**config.mk**
```make
export PLATFORM = sky130hd
export DESIGN_NAME = fnd_display_ctrl
export DESIGN_NICKNAME = d
export VERILOG_FILES = /design/src/rtl/fnd_display_ctrl.sv
export SDC_FILE = /design/constraint.sdc
export NUM_CORES = 1
export LEC_CHECK = 0
export CAP_MARGIN = 15
export CELL_PAD_IN_SITES_DETAIL_PLACEMENT = 0
export CELL_PAD_IN_SITES_GLOBAL_PLACEMENT = 1
export CORE_MARGIN = 5
export CORE_UTILIZATION = 45
export DETAILED_ROUTE_END_ITERATION = 8
export PLACE_DENSITY_LB_ADDON = 0.1
export SLEW_MARGIN = 0
export SYNTH_ARGS = -nofsm -noshare
export SYNTH_HDL_FRONTEND = slang
export SYNTH_SLANG_ARGS = --single-unit
export TNS_END_PERCENT = 50
```
**constraint.sdc**
```tcl
create_clock -name clk -period 3.65 [get_ports clk]
set_input_delay 0.73 -clock clk [delete_from_list [all_inputs] [get_ports clk]]
set_output_delay 0.73 -clock clk [all_outputs]
set_load 0.05 [all_outputs]
```
**src/rtl/fnd_display_ctrl.sv**
```systemverilog
// 4-digit common-anode 7-segment driver with a sequential
// double-dabble BCD converter and a time-multiplexed digit scan.
module fnd_display_ctrl #(
  parameter int CLK_HZ        = 100000000,
  parameter int SCAN_HZ       = 1000,
  parameter bit BLANK_LEADING = 1'b1
) (
  input  logic        clk,
  input  logic        reset,
  input  logic [13:0] count,
  input  logic [3:0]  dp_en,
  output logic [3:0]  fnd_com,
  output logic [7:0]  fnd_data,
  output logic        busy
);

  localparam int DIV_MAX = CLK_HZ / SCAN_HZ - 1;
  localparam int DW = (DIV_MAX > 0) ? $clog2(DIV_MAX + 1) : 1;
  localparam logic [DW-1:0] DIV_TC = DW'(DIV_MAX);

  typedef enum logic [1:0] {
    IDLE,
    SHIFT,
    LATCH
  } state_e;

  state_e state_q, state_d;

  logic [13:0]   cap_q, cap_d;
  logic [13:0]   bin_q, bin_d;
  logic [15:0]   scr_q, scr_d;
  logic [3:0]    iter_q, iter_d;
  logic [15:0]   disp_q, disp_d;
  logic          inv_q, inv_d;
  logic          busy_q, busy_d;
  logic [DW-1:0] div_q, div_d;
  logic [1:0]    sel_q, sel_d;
  logic [3:0]    com_q, com_d;
  logic [7:0]    data_q, data_d;

  logic          legal;
  logic          diff;
  logic [15:0]   adj;
  logic          tc;
  logic [3:0]    digit;
  logic          z3, z2, z1;
  logic          blank;
  logic [6:0]    seg;

  function automatic logic [3:0] add3(input logic [3:0] n);
    return (n >= 4'd5) ? n + 4'd3 : n;
  endfunction

  function automatic logic [6:0] seg7(input logic [3:0] d);
    logic [6:0] s;
    case (d)
      4'd0:    s = 7'h40;
      4'd1:    s = 7'h79;
      4'd2:    s = 7'h24;
      4'd3:    s = 7'h30;
      4'd4:    s = 7'h19;
      4'd5:    s = 7'h12;
      4'd6:    s = 7'h02;
      4'd7:    s = 7'h78;
      4'd8:    s = 7'h00;
      4'd9:    s = 7'h10;
      default: s = 7'h7F;
    endcase
    return s;
  endfunction

  assign legal = (count <= 14'd9999);
  assign diff  = (count != cap_q);

  always_ff @(posedge clk or posedge reset) begin
    if (reset) state_q <= IDLE;
    else       state_q <= state_d;
  end

  always_comb begin
    state_d = state_q;
    unique case (state_q)
      IDLE:    if (diff && legal) state_d = SHIFT;
      SHIFT:   if (iter_q == 4'd13) state_d = LATCH;
      LATCH:   state_d = IDLE;
      default: state_d = IDLE;
    endcase
  end

  assign adj = {add3(scr_q[15:12]), add3(scr_q[11:8]),
                add3(scr_q[7:4]), add3(scr_q[3:0])};

  always_comb begin
    cap_d  = cap_q;
    bin_d  = bin_q;
    scr_d  = scr_q;
    iter_d = iter_q;
    disp_d = disp_q;
    inv_d  = inv_q;
    busy_d = busy_q;
    unique case (state_q)
      IDLE: begin
        if (diff) begin
          cap_d = count;
          // Out-of-range values skip conversion and just flag dashes.
          if (legal) begin
            bin_d  = count;
            scr_d  = '0;
            iter_d = '0;
            busy_d = 1'b1;
          end else begin
            inv_d = 1'b1;
          end
        end
      end
      SHIFT: begin
        scr_d  = (adj << 1) | {15'd0, bin_q[13]};
        bin_d  = bin_q << 1;
        iter_d = iter_q + 4'd1;
      end
      LATCH: begin
        disp_d = scr_q;
        inv_d  = 1'b0;
        busy_d = 1'b0;
      end
      default: ;
    endcase
  end

  assign tc    = (div_q == DIV_TC);
  assign div_d = tc ? '0 : div_q + DW'(1);
  assign sel_d = tc ? sel_q + 2'd1 : sel_q;

  assign digit = disp_q[{sel_q, 2'b00} +: 4];
  assign z3    = (disp_q[15:12] == 4'd0);
  assign z2    = z3 && (disp_q[11:8] == 4'd0);
  assign z1    = z2 && (disp_q[7:4] == 4'd0);

  always_comb begin
    blank = 1'b0;
    case (sel_q)
      2'd3:    blank = z3;
      2'd2:    blank = z2;
      2'd1:    blank = z1;
      default: blank = 1'b0;
    endcase
    blank = blank && BLANK_LEADING;
  end

  always_comb begin
    seg = seg7(digit);
    if (inv_q)      seg = 7'h3F;
    else if (blank) seg = 7'h7F;
    data_d = {~dp_en[sel_q], seg};
    com_d  = ~(4'b0001 << sel_q);
  end

  always_ff @(posedge clk or posedge reset) begin
    if (reset) begin
      cap_q  <= '0;
      bin_q  <= '0;
      scr_q  <= '0;
      iter_q <= '0;
      disp_q <= '0;
      inv_q  <= 1'b0;
      busy_q <= 1'b0;
      div_q  <= '0;
      sel_q  <= '0;
      com_q  <= 4'hF;
      data_q <= 8'hFF;
    end else begin
      cap_q  <= cap_d;
      bin_q  <= bin_d;
      scr_q  <= scr_d;
      iter_q <= iter_d;
      disp_q <= disp_d;
      inv_q  <= inv_d;
      busy_q <= busy_d;
      div_q  <= div_d;
      sel_q  <= sel_d;
      com_q  <= com_d;
      data_q <= data_d;
    end
  end

  assign fnd_com  = com_q;
  assign fnd_data = data_q;
  assign busy     = busy_q;

endmodule

```
==> summary.md <==
| Metric | Value |
|---|---|
| Status | `complete, no violations` |
| Final worst slack | `1.03 ns` |
| Synthesis-to-finish area growth | `13.1%` |
| Die width | `115 µm` |
| Synthesized area per cell | `11.0 µm²` |
| Largest area contributor in the netlist | `dfrtp_1` |
| Final Hold Viols | `0` |
| Initial Util | `45.7%` |
| H-tree depth | `3` |
| R2R Setup Slk | `1.56 ns` |
| Hold Path End | `div_q[0]` |
| Routed wire per std cell | `14.9 µm` |
| Die area | `13,200 µm²` |
| VDD IR-drop max | `0.404 mV` |
| Slowest-stage cell, CP | `clkdlybuf4s50_1` |
| Max-cap violations | `0` |
| Most common cell in the synthesized netlist | `dfrtp_1` |
| Reg2reg start | `cap_q[12]` |
| Vias | `3,232` |
| Yosys top cell area share | `44.1%` |
| 1st-iter DRT viols | `206` |
| Met3 WL | `341 µm` |
| First-pass GRT wire length | `16,200 µm` |
| Drt total wl | `9350 µm` |
| Dpl cell area | `5380 µm²` |
| PD cells | `712 nW/µm²` |
| Crit-path max FO | `10` |
| Port bufs | `32` |
| Slew @ Worst Pin | `0.871 ns` |
| EDFF count, synth | `0` |
| Vias in the first global route | `3,217` |
| DRC viols | `0` |
| Cts hold-fix bufs | `0` |
| Worst endpoint required time | `3.92 ns` |
| YS warnings | `0` |
| Final min period | `2.62 ns` |
| CTS root buffer | `clkbuf_8` |
| Skew-Pair Late Insertion Delay | `0.37 ns` |
| Core area | `10,800 µm²` |
| Skew final | `0.0144 ns` |
| CP startpoint kind | `input port` |
| Remaining antenna violation count | `0` |
| Gpl congestion | `0.776` |
| Initial antenna violation count | `0` |
| Class of the worst hold path | `reg2reg` |
| Reg2reg path depth | `6` |
| Fill count | `977` |
| Number of buffers created by CTS | `9` |
| Pins Over Slew Limit | `0` |
| Mapped Nets | `491` |
| Critical path class | `in2reg` |
| Worst Hold Depth | `1` |
| Placement row count | `38` |
| FF-to-FF End | `cap_q[4]` |
| Async set-reset flop share out of synthesis | `100%` |
| Sink Count | `99` |
| Total grt overflow | `0` |
| Slew margin rel. | `42.0%` |
| Max Used Layer | `met4` |
| Min-delay src | `div_q[0]` |
| Via density | `5.16` |
| N_diodes | `0` |
| Pwr Total | `3.97 mW` |
| CTS tree | `yes` |
| Ys flop type | `dfrtp_1` |
| WL met1 | `4630 µm` |
| Yosys cell types | `48` |
| Most instantiated cells after synthesis | `dfrtp_1, nand2_1, xnor2_1, a21oi_1` |
| Share of cells above drive strength 1 | `13.4%` |
| Fin Hold WS | `0.472 ns` |
| Highest clock rate | `381 MHz` |
| Total GRT Usage | `15.5%` |
| First drt pass iteration count | `4` |
| RSZ-0062 raised after global routing | `no` |
| Final Cycle Share | `71.8%` |
| CTS max path bufs | `2` |
| Cell Area, Synth | `4930 µm²` |
| Fin cells | `626` |
| Placed cells | `610` |
| CP Capture Type | `register` |
| Largest net degree at the start of global routing | `58` |
| Resized Gates After CTS | `0` |
| Vert. Die Dim | `115 µm` |
| Routed met2 length | `4310 µm` |
| Arr. time, crit path | `2.89 ns` |
| Layout Nets | `522` |
| Post-CTS Setup Inserts | `0` |
| Pre-CTS WS | `0.664 ns` |
| LEAKAGE | `2.41 nW` |
| FF+latch count, synth | `99` |
| TNS Setup | `0 ns` |
| Fin util | `51.7%` |
| Worst-path cell chain | `clkdlybuf4s50_1 > xor2_1 > nor2_1 > nor4b_1 > nor3_2 > buf_4 > mux2_2` |
| Post-synthesis cell count | `450` |
| Max incr delay on CP | `0.57 ns` |
| Top cells by area, synth | `dfrtp_1, dfstp_2, ha_1` |
| Cell area after layout | `5580 µm²` |
| Post-synthesis sequential area ratio | `50.5%` |
| Reg clk slew, reported paths | `0.10 ns` |
| Setup violators final | `0` |
| Dpl hpwl | `6580 µm` |
| Num ports | `33` |
[state kept, by name, summed over array words and instances (netlist names)]
signal	count
scr_q	16
iter_q	4
fnd_data	8
fnd_com	4
bin_q	14
cap_q	14
inv_q	1
busy	1
disp_q	16
state_q	2
div_q	17
sel_q	2
[worst max path at each step]
stage | slack, ns | endpoint | depth (start not counted) | start
2_1_floorplan | 0.35 | bin_q[0] | 1 | reset
5_1_grt | 0.93 | cap_q[6] | 7 | count[13]
3_5_place_dp | 0.66 | cap_q[5] | 7 | count[13]
3_3_place_gp | 0.69 | cap_q[13] | 7 | count[13]
6_report | 1.03 | cap_q[4] | 7 | count[13]
4_1_cts | 1.05 | cap_q[12] | 7 | count[13]
[layer usage]
layer / vias to the layer above / global-route usage (%)
li1: 1646 / -
met2: 43 / 23.8
met3: 4 / 4.86
met4: 0 / 4.23
met1: 1539 / 21.4
met5: - / 0
[critical path: cells and delay by family]
family	cells	cell delay, ns
AND/OR/NAND/NOR	3	0.71
XOR/XNOR	1	0.21
buffers and inverters	2	0.88
multiplexers	1	0.35
[cells by family after synthesis]
| kind of cell | after synthesis | share of synthesized area, % |
|---|---|---|
| buffers and inverters | 42 | 4.16 |
| XOR/XNOR | 37 | 6.57 |
| multiplexers | 33 | 8.32 |
| flip-flops | 99 | 50.5 |
| AND/OR/NAND/NOR | 130 | 13.6 |
| AO/OA/AOI/OAI | 88 | 11.5 |
| adder cells (fa/ha/maj) | 21 | 5.33 |
[report_power, final]
group	total (mW)	leakage [nW]	internal [mW]	switching [mW]
Clock	0.716	0.107	0.337	0.379
Combinational	1.49	1.08	0.717	0.770
Sequential	1.77	1.22	1.48	0.286
[placed cells by master, fill, tap and decap left out, types with 9 or more instances in the layout]
| master | Yosys | routed |
|---|---|---|
| a21oi_1 | 24 | 24 |
| a31oi_1 | 14 | 14 |
| clkbuf_8 | 0 | 10 |
| clkdlybuf4s50_1 | 0 | 32 |
| dfrtp_1 | 87 | 87 |
| dfstp_2 | 12 | 12 |
| ha_1 | 21 | 21 |
| inv_1 | 22 | 21 |
| mux2_2 | 14 | 14 |
| mux2i_1 | 14 | 14 |
| nand2_1 | 49 | 49 |
| nor2_1 | 19 | 19 |
| nor3_1 | 9 | 9 |
| o21ai_0 | 22 | 22 |
| xnor2_1 | 25 | 25 |
| xor2_1 | 12 | 12 |
[cell type report]
cell class	instances	area, µm²	share of cell area, %
clock buffer	10	138	2.47
clock inverter	6	62.6	1.12
inverter	22	85.1	1.52
multi-input combinational	309	2230	40.0
sequential	99	2490	44.7
tap	140	175	3.14
timing repair buffer	40	393	7.04
Note: power is estimated with default switching activity, not from simulation.
